**src/rtl/usr_pkg.sv**
```systemverilog
// Shared definitions for the shift-register family: mode encodings, receive FSM states
// and bit-order constants.
package usr_pkg;

    localparam logic [1:0] HOLD        = 2'b00;
    localparam logic [1:0] SHIFT_RIGHT = 2'b01;
    localparam logic [1:0] SHIFT_LEFT  = 2'b10;
    localparam logic [1:0] LOAD        = 2'b11;

    localparam logic MSB_FIRST = 1'b1;
    localparam logic LSB_FIRST = 1'b0;

    typedef enum logic {
        IDLE = 1'b0,
        RECV = 1'b1
    } rx_state_e;

    function automatic logic [1:0] shift_mode(input logic dir);
        return (dir == MSB_FIRST) ? SHIFT_LEFT : SHIFT_RIGHT;
    endfunction

endpackage

```
**src/rtl/rx_shift_core.sv**
```systemverilog
// Bit assembler: shift register, per-frame direction latch and bit counter; pulses word_done
// with the completed word in the cycle the last bit is accepted. No backpressure (always accepts).
module rx_shift_core
    import usr_pkg::*;
#(
    parameter int WIDTH = 4
) (
    input  logic             clk,
    input  logic             rst,
    input  logic             clear,
    input  logic             s_valid,
    input  logic             s_data,
    input  logic             msb_first,
    output logic             word_done,
    output logic [WIDTH-1:0] word,
    output logic             busy
);

    localparam int CW = $clog2(WIDTH);
    localparam logic [CW-1:0] LAST = CW'(WIDTH - 1);

    rx_state_e        state_q, state_d;
    logic [CW-1:0]    cnt_q, cnt_d;
    logic [WIDTH-1:0] shreg_q, shreg_d;
    logic             dir_q, dir_d;
    logic             dir_eff;
    logic [1:0]       mode;

    // The first bit of a frame shifts using the live msb_first; later bits use the latched one.
    assign dir_eff = (state_q == IDLE) ? msb_first : dir_q;

    always_ff @(posedge clk or negedge rst) begin
        if (!rst) begin
            state_q <= IDLE;
        end else begin
            state_q <= state_d;
        end
    end

    always_comb begin
        state_d = state_q;
        if (clear) begin
            state_d = IDLE;
        end else if (s_valid) begin
            case (state_q)
                IDLE:    state_d = RECV;
                RECV:    state_d = (cnt_q == LAST) ? IDLE : RECV;
                default: state_d = IDLE;
            endcase
        end
    end

    always_comb begin
        busy      = (state_q == RECV);
        word_done = s_valid && !clear && (cnt_q == LAST);
    end

    always_comb begin
        mode = HOLD;
        if (clear) begin
            mode = LOAD;
        end else if (s_valid) begin
            mode = shift_mode(dir_eff);
        end
    end

    always_comb begin
        case (mode)
            SHIFT_LEFT:  shreg_d = {shreg_q[WIDTH-2:0], s_data};
            SHIFT_RIGHT: shreg_d = {s_data, shreg_q[WIDTH-1:1]};
            LOAD:        shreg_d = '0;
            default:     shreg_d = shreg_q;
        endcase
    end

    always_comb begin
        cnt_d = cnt_q;
        dir_d = dir_q;
        if (clear) begin
            cnt_d = '0;
        end else if (s_valid) begin
            cnt_d = (cnt_q == LAST) ? '0 : cnt_q + 1'b1;
            if (state_q == IDLE) begin
                dir_d = msb_first;
            end
        end
    end

    // The completed word includes the bit arriving this cycle.
    assign word = shreg_d;

    always_ff @(posedge clk or negedge rst) begin
        if (!rst) begin
            shreg_q <= '0;
            cnt_q   <= '0;
            dir_q   <= MSB_FIRST;
        end else begin
            shreg_q <= shreg_d;
            cnt_q   <= cnt_d;
            dir_q   <= dir_d;
        end
    end

endmodule

```
**src/rtl/usr_deserializer.sv**
```systemverilog
// Serial-to-parallel receiver with a one-word holding register; word valid one cycle after last bit.
// A word completing while the held word is unconsumed is dropped and sets sticky overrun.
module usr_deserializer
    import usr_pkg::*;
#(
    parameter int WIDTH = 4
) (
    input  logic             clk,
    input  logic             rst,
    input  logic             s_valid,
    input  logic             s_data,
    input  logic             msb_first,
    input  logic             clear,
    output logic [WIDTH-1:0] p_data,
    output logic             p_valid,
    input  logic             p_ready,
    output logic             busy,
    output logic             overrun
);

    logic             word_done;
    logic [WIDTH-1:0] word;
    logic [WIDTH-1:0] p_data_q, p_data_d;
    logic             p_valid_q, p_valid_d;
    logic             overrun_q, overrun_d;

    rx_shift_core #(
        .WIDTH(WIDTH)
    ) u_core (
        .clk      (clk),
        .rst      (rst),
        .clear    (clear),
        .s_valid  (s_valid),
        .s_data   (s_data),
        .msb_first(msb_first),
        .word_done(word_done),
        .word     (word),
        .busy     (busy)
    );

    always_comb begin
        p_data_d  = p_data_q;
        p_valid_d = p_valid_q;
        overrun_d = overrun_q;
        if (clear) begin
            p_valid_d = 1'b0;
            overrun_d = 1'b0;
        end else if (word_done) begin
            // A consumer handshake on the completion edge frees the slot for the new word.
            if (!p_valid_q || p_ready) begin
                p_data_d  = word;
                p_valid_d = 1'b1;
            end else begin
                overrun_d = 1'b1;
            end
        end else if (p_valid_q && p_ready) begin
            p_valid_d = 1'b0;
        end
    end

    always_ff @(posedge clk or negedge rst) begin
        if (!rst) begin
            p_data_q  <= '0;
            p_valid_q <= 1'b0;
            overrun_q <= 1'b0;
        end else begin
            p_data_q  <= p_data_d;
            p_valid_q <= p_valid_d;
            overrun_q <= overrun_d;
        end
    end

    assign p_data  = p_data_q;
    assign p_valid = p_valid_q;
    assign overrun = overrun_q;

endmodule

```
**config.mk**
```make
export PLATFORM = sky130hd
export DESIGN_NAME = usr_deserializer
export DESIGN_NICKNAME = d
export VERILOG_FILES = /design/src/rtl/usr_pkg.sv /design/src/rtl/rx_shift_core.sv /design/src/rtl/usr_deserializer.sv
export SDC_FILE = /design/constraint.sdc
export NUM_CORES = 1
export LEC_CHECK = 0
export CAP_MARGIN = 15
export CELL_PAD_IN_SITES_DETAIL_PLACEMENT = 0
export CELL_PAD_IN_SITES_GLOBAL_PLACEMENT = 1
export CORE_UTILIZATION = 40
export DETAILED_ROUTE_END_ITERATION = 12
export PLACE_DENSITY = 0.75
export SYNTH_ARGS = -nofsm -noshare
export SYNTH_HDL_FRONTEND = slang
export SYNTH_SLANG_ARGS = --single-unit
```
**constraint.sdc**
```tcl
create_clock -name clk -period 4.2 [get_ports clk]
set_input_delay 0.42 -clock clk [delete_from_list [all_inputs] [get_ports clk]]
set_output_delay 0.42 -clock clk [all_outputs]
set_load 0.01 [all_outputs]
```
==> flow_summary.json, run 1 <==
{
  "outcome": "complete, no violations",
  "worstMarginPinSlew_ns": 0.658,
  "rrSetupSlack_ns": 2.70,
  "clock_latency_ns": 0.27,
  "synthCells": 60,
  "final_cell_mix": "13 x clkdlybuf4s50_1, 13 x dfrtp_1, 9 x nor2_1",
  "initial_core_util_pct": 42.3,
  "reg2regPathDepth": 3,
  "rsz0062_at_grt": "false",
  "grt_max_degree": 20,
  "critPathTopFamily": "buffers and inverters",
  "rows": 15,
  "grt.total_usage_pct": 14.9,
  "cts_tree": "yes",
  "syn-cell-area_um2": 731,
  "synth-xor-area-share_pct": 0,
  "synthMuxAreaShare_pct": 26.2,
  "r2r_start": "u_core.busy$_DFFE_PN0P_",
  "drtIter0Drc": 8,
  "drv_cap": 0,
  "cp_data_required_time_ns": 4.37,
  "power_density_nw_per_um2": 338,
  "synth_flop_cell": "dfrtp_1",
  "cts-resized-gates": 0,
  "path_buf_inv": 1,
  "fin_area_um2": 905,
  "die_w_um": 44.7,
  "cp-endpoint": "p_data[1]$_DFFE_PN0P_",
  "die_y_um": 44.7,
  "timing.final.crit_share_pct": 44.1,
  "syn_to_final_growth_pct": 23.8,
  "cp-end-kind": "flop",
  "ys_ff_latch": 14,
  "syn_avg_cell_area_um2": 12.2,
  "cts_buffers": 3,
  "ant_nets": 0,
  "postCtsSetupBuffers": 0,
  "synth_top_family_by_area": "multiplexers",
  "postCtsHoldBufs": 0,
  "synthArstFlopShare_pct": 100,
  "p_total_w": 0.000305,
  "synth_nets": 68,
  "worstPathCellList": "clkdlybuf4s50_1 -> and4b_1 -> mux2_2",
  "synth_compound_area_share_pct": 6.85,
  "gp_congestion": 0.654,
  "grt_pass1_wl_um": 2150,
  "cts_root_buffer": "clkbuf_4",
  "cp.depth": 3,
  "worst_r2r_endpoint": "p_data[0]$_DFFE_PN0P_",
  "fin_crit_ns": 1.85,
  "cts.sinks": 14,
  "wl_um": 1260,
  "arrival_ns": 2.02,
  "layout-drive-gt1-share_pct": 21.9,
  "core-area_um2": 1730,
  "clockBufferDepth": 2,
  "num_vias": 481,
  "slew_violations": 0,
  "hold_violations": 0,
  "crit_type": "in -> reg",
  "synth-simple-area-share_pct": 13.9,
  "cts-htree-levels": 1,
  "max_stage_delay_ns": 0.86,
  "synth-edff-count": 0,
  "synthAdderAreaFrac_pct": 1.71,
  "drc_errors": 0,
  "clkTransAtPathRegs_ns": 0.08,
  "synth_seq_area_share_pct": 48.1,
  "fmax_mhz": 540,
  "setup_violations": 0,
  "setup_tns_ns": 0,
  "dpl.hpwl_um": 872,
  "routedWlPerCell_um": 12.8,
  "antennaDiodeCount": 0,
  "final_util_pct": 52.4,
  "ir_worst_vdd_v": 0.000197,
  "final_nets": 82,
  "final.setup_skew_ns": 0.000573,
  "gr-total-overflow": 0,
  "ys_types": 20,
  "holdCritPathClass": "reg -> reg",
  "firstDrtPassIters": 4,
  "cpMaxStageDelayCell": "clkdlybuf4s50_1",
  "startpoint_type": "primary input",
  "leakage_nw": 0.425,
  "path_max_fanout": 19,
  "place_area_um2": 868,
  "die_area_um2": 2000,
  "antenna_found_initial": 0,
  "yosysWarnings": 0,
  "cp-startpoint": "s_valid",
  "ioPinCount": 14,
  "slew_headroom_pct": 56.0,
  "via_per_inst": 4.91,
  "grt_pass1_vias": 480,
  "port_buffers": 13
}
layout make-up:
cell class,count,area [um2]
fill,175,822
multi-input combinational,42,355
clock buffer,4,36.3
sequential,14,352
timing repair buffer,13,130
tap,25,31.3
per-layer routing:
layer	wire [um]	track usage [%]
met1	648	21.1
met2	571	22.1
met3	35	3.60
met4	0	5.45
met5	0	0
report_power, final:
part           leakage, nW  switching, W   total, W  internal (W)
sequential           0.185    0.00000721   0.000153      0.000146
clock               0.0210     0.0000428  0.0000955     0.0000527
combinational        0.219     0.0000237  0.0000565     0.0000328
total                0.425     0.0000738   0.000305      0.000232
how the worst min path moves through the flow:
stage,start,endpoint,depth (start not counted)
after CTS,p_data[2]$_DFFE_PN0P_,p_data[2]$_DFFE_PN0P_,1
after detailed placement,p_data[1]$_DFFE_PN0P_,p_data[1]$_DFFE_PN0P_,1
final,p_data[2]$_DFFE_PN0P_,p_data[2]$_DFFE_PN0P_,1
after global placement,p_data[2]$_DFFE_PN0P_,p_data[2]$_DFFE_PN0P_,1
after global routing,p_data[1]$_DFFE_PN0P_,p_data[1]$_DFFE_PN0P_,1
after floorplan,rst,overrun$_DFFE_PN0P_,0
synthesized netlist by cell type, types with 2 or more instances:
| master | instances | area, um2 |
|---|---|---|
| dfrtp_1 | 13 | 325 |
| nor2_1 | 9 | 33.8 |
| mux2i_1 | 6 | 60.1 |
| mux2_2 | 5 | 56.3 |
| mux2_4 | 5 | 75.1 |
| a211oi_1 | 4 | 30.0 |
| and3b_1 | 4 | 35.0 |
| clkbuf_1 | 2 | 7.51 |
registers in the layout (all words and copies together) (netlist names):
register / flops
overrun: 1
p_data: 4
u_core.cnt_q: 2
p_valid: 1
u_core.shreg_q: 4
u_core.dir_q: 1
u_core.busy: 1
worst register-to-register path: stages (launching register included):
cell and delay, ns:
dfrtp_1 0.43, mux2_4 0.39, mux2_4 0.31, mux2_2 0.26
through the flow:
step / setup slack [ns] / hold slack [ns] / instances
floorplan: 2.65 / 0.124 / 60
global placement: 2.06 / 0.491 / 94
detailed placement: 2.05 / 0.501 / 94
CTS: 2.34 / 0.518 / 98
global route: 2.25 / 0.533 / 98
finish: 2.35 / 0.510 / 98
kinds of logic after synthesis:
logic type / count (synthesis)
buf+inv: 4
fa+ha+maj: 1
simple gates: 18
compound gates: 7
flops: 14
mux: 16
No activity file was read; power rests on OpenSTA's default activity.
==> run 2: changes to the inputs <==
Settings changed: CORE_UTILIZATION 40 to 35, PLACE_DENSITY 0.75 to 0.7.
Clock period 4.2 ns to 1.52 ns, I/O delays scaled along.
==> run 2 against run 1 <==
Critical path type is now reg -> out. Count of clock-buffer cells in the layout did not move. Highest routed layer is now met4. Non-clock buffer count rose by 10. Critical path depth shrank 1. Die area rose by 14%. Largest cell class unchanged.
==> flow_summary.json, run 2 (synthesis results as in run 1) <==
{
  "cts_tree": "yes",
  "worst_r2r_endpoint": "p_data[0]$_DFFE_PN0P_",
  "cp_data_required_time_ns": 1.37,
  "ioPinCount": 14,
  "grt_pass1_wl_um": 2070,
  "outcome": "complete, no violations",
  "power_density_nw_per_um2": 876,
  "gr-total-overflow": 0,
  "worstMarginPinSlew_ns": 0.319,
  "clock_latency_ns": 0.28,
  "layout-drive-gt1-share_pct": 32.5,
  "num_vias": 516,
  "startpoint_type": "flop",
  "die_area_um2": 2270,
  "fin_cells": 110,
  "cts-htree-levels": 1,
  "fill_cells": 189,
  "core-area_um2": 1960,
  "fin_crit_ns": 1.46,
  "final_util_pct": 50.9,
  "die_y_um": 47.7,
  "setup_tns_ns": 0,
  "die_w_um": 47.7,
  "reg2regPathDepth": 3,
  "via_per_inst": 4.69,
  "path_max_fanout": 4,
  "hold_slack_ns": 0.127,
  "grt.total_usage_pct": 13.8,
  "cp-startpoint": "u_core.busy$_DFFE_PN0P_",
  "cts_buffers": 3,
  "antenna_found_initial": 0,
  "crit_type": "reg -> out",
  "fmax_mhz": 686,
  "cp-end-kind": "output port",
  "slew_headroom_pct": 78.6,
  "final_nets": 92,
  "dp.cells": 106,
  "firstDrtPassIters": 4,
  "initial_core_util_pct": 37.2,
  "drv_cap": 0,
  "r2r_start": "u_core.busy$_DFFE_PN0P_",
  "port_buffers": 13,
  "drc_errors": 0,
  "arrival_ns": 1.31,
  "dpl.hpwl_um": 1030,
  "wl_um": 1310,
  "clockBufferDepth": 2,
  "cts.sinks": 14,
  "setup_violations": 0,
  "rrSetupSlack_ns": 0.09,
  "cts-resized-gates": 0,
  "holdCritPathClass": "in -> async",
  "timing.final.crit_share_pct": 95.9,
  "grt_max_degree": 9,
  "postCtsHoldBufs": 0,
  "rows": 16,
  "ir_worst_vdd_v": 0.000592,
  "drtIter0Drc": 9,
  "syn_to_final_growth_pct": 36.6,
  "slew_violations": 0,
  "grt_pass1_vias": 464,
  "gp_congestion": 0.671,
  "postCtsSetupBuffers": 0,
  "cp-endpoint": "busy",
  "clkTransAtPathRegs_ns": 0.09,
  "leakage_nw": 0.476,
  "routedWlPerCell_um": 11.9,
  "ant_nets": 0,
  "cts_root_buffer": "clkbuf_4",
  "antennaDiodeCount": 0,
  "final.setup_skew_ns": 0.00122,
  "hold_violations": 0,
  "final_cell_mix": "13 x clkdlybuf4s50_1, 12 x dfrtp_1, 10 x buf_4",
  "final_common_cell": "clkdlybuf4s50_1",
  "rsz0062_at_grt": "false"
}
[run 2: cell types whose count changed in the layout (fill, tap and decap cells not counted)]
| cell | before | now |
|---|---|---|
| mux2_2 | 5 | 1 |
| buf_4 | 0 | 10 |
| dfrtp_1 | 13 | 12 |
| mux2_4 | 5 | 9 |
| dfrtp_2 | 0 | 1 |
[run 2: metrics by stage]
stage | power, W | cell area, um2 | setup WS (ns)
final | 0.000874 | 998 | 0.0621
after global routing | 0.000920 | 998 | 0.0187
after CTS | 0.000888 | 998 | 0.0443
after detailed placement | 0.000616 | 962 | -0.0982
after global placement | 0.000614 | 962 | -0.0961
after floorplan | 0.000541 | 747 | -0.0110
[run 2: worst min-delay path by stage]
stage,from,to,slack (ns),depth (start not counted)
detailed placement,rst,p_valid$_DFFE_PN0P_,0.43,1
finish,rst,p_valid$_DFFE_PN0P_,0.13,1
global placement,rst,p_valid$_DFFE_PN0P_,0.44,1
floorplan,rst,overrun$_DFFE_PN0P_,-0.14,0
CTS,rst,u_core.busy$_DFFE_PN0P_,0.13,1
global route,rst,u_core.busy$_DFFE_PN0P_,0.14,1
[run 2: per-layer routing]
metal  part of all wire [%]  vias to the layer above  track usage, %  wire [um]
li1                       -                      262               -          -
met1                     51                      239            19.5        671
met2                     41                       11            18.1        542
met4                    2.9                        0            10.0         38
met5                      0                        -               0          0
met3                    4.2                        4            3.40         55
[run 2: cell type report]
type	count	area [um2]	area share, %
Timing Repair Buffer	23	205	20.6
Multi-Input combinational cell	42	370	37.1
Tap cell	27	33.8	3.38
Clock buffer	4	36.3	3.63
Sequential cell	14	353	35.3
[run 2: power breakdown]
part           switching, W  total [W]  internal, W
Combinational     0.0000706   0.000184     0.000113
Clock              0.000122   0.000267     0.000146
Sequential        0.0000194   0.000424     0.000404
Total              0.000212   0.000874     0.000663
[run 2: worst max-delay path, cell delays in order (launching register included)]
cell             delay (ns)
dfrtp_2                0.42
buf_4                  0.14
clkdlybuf4s50_1        0.47
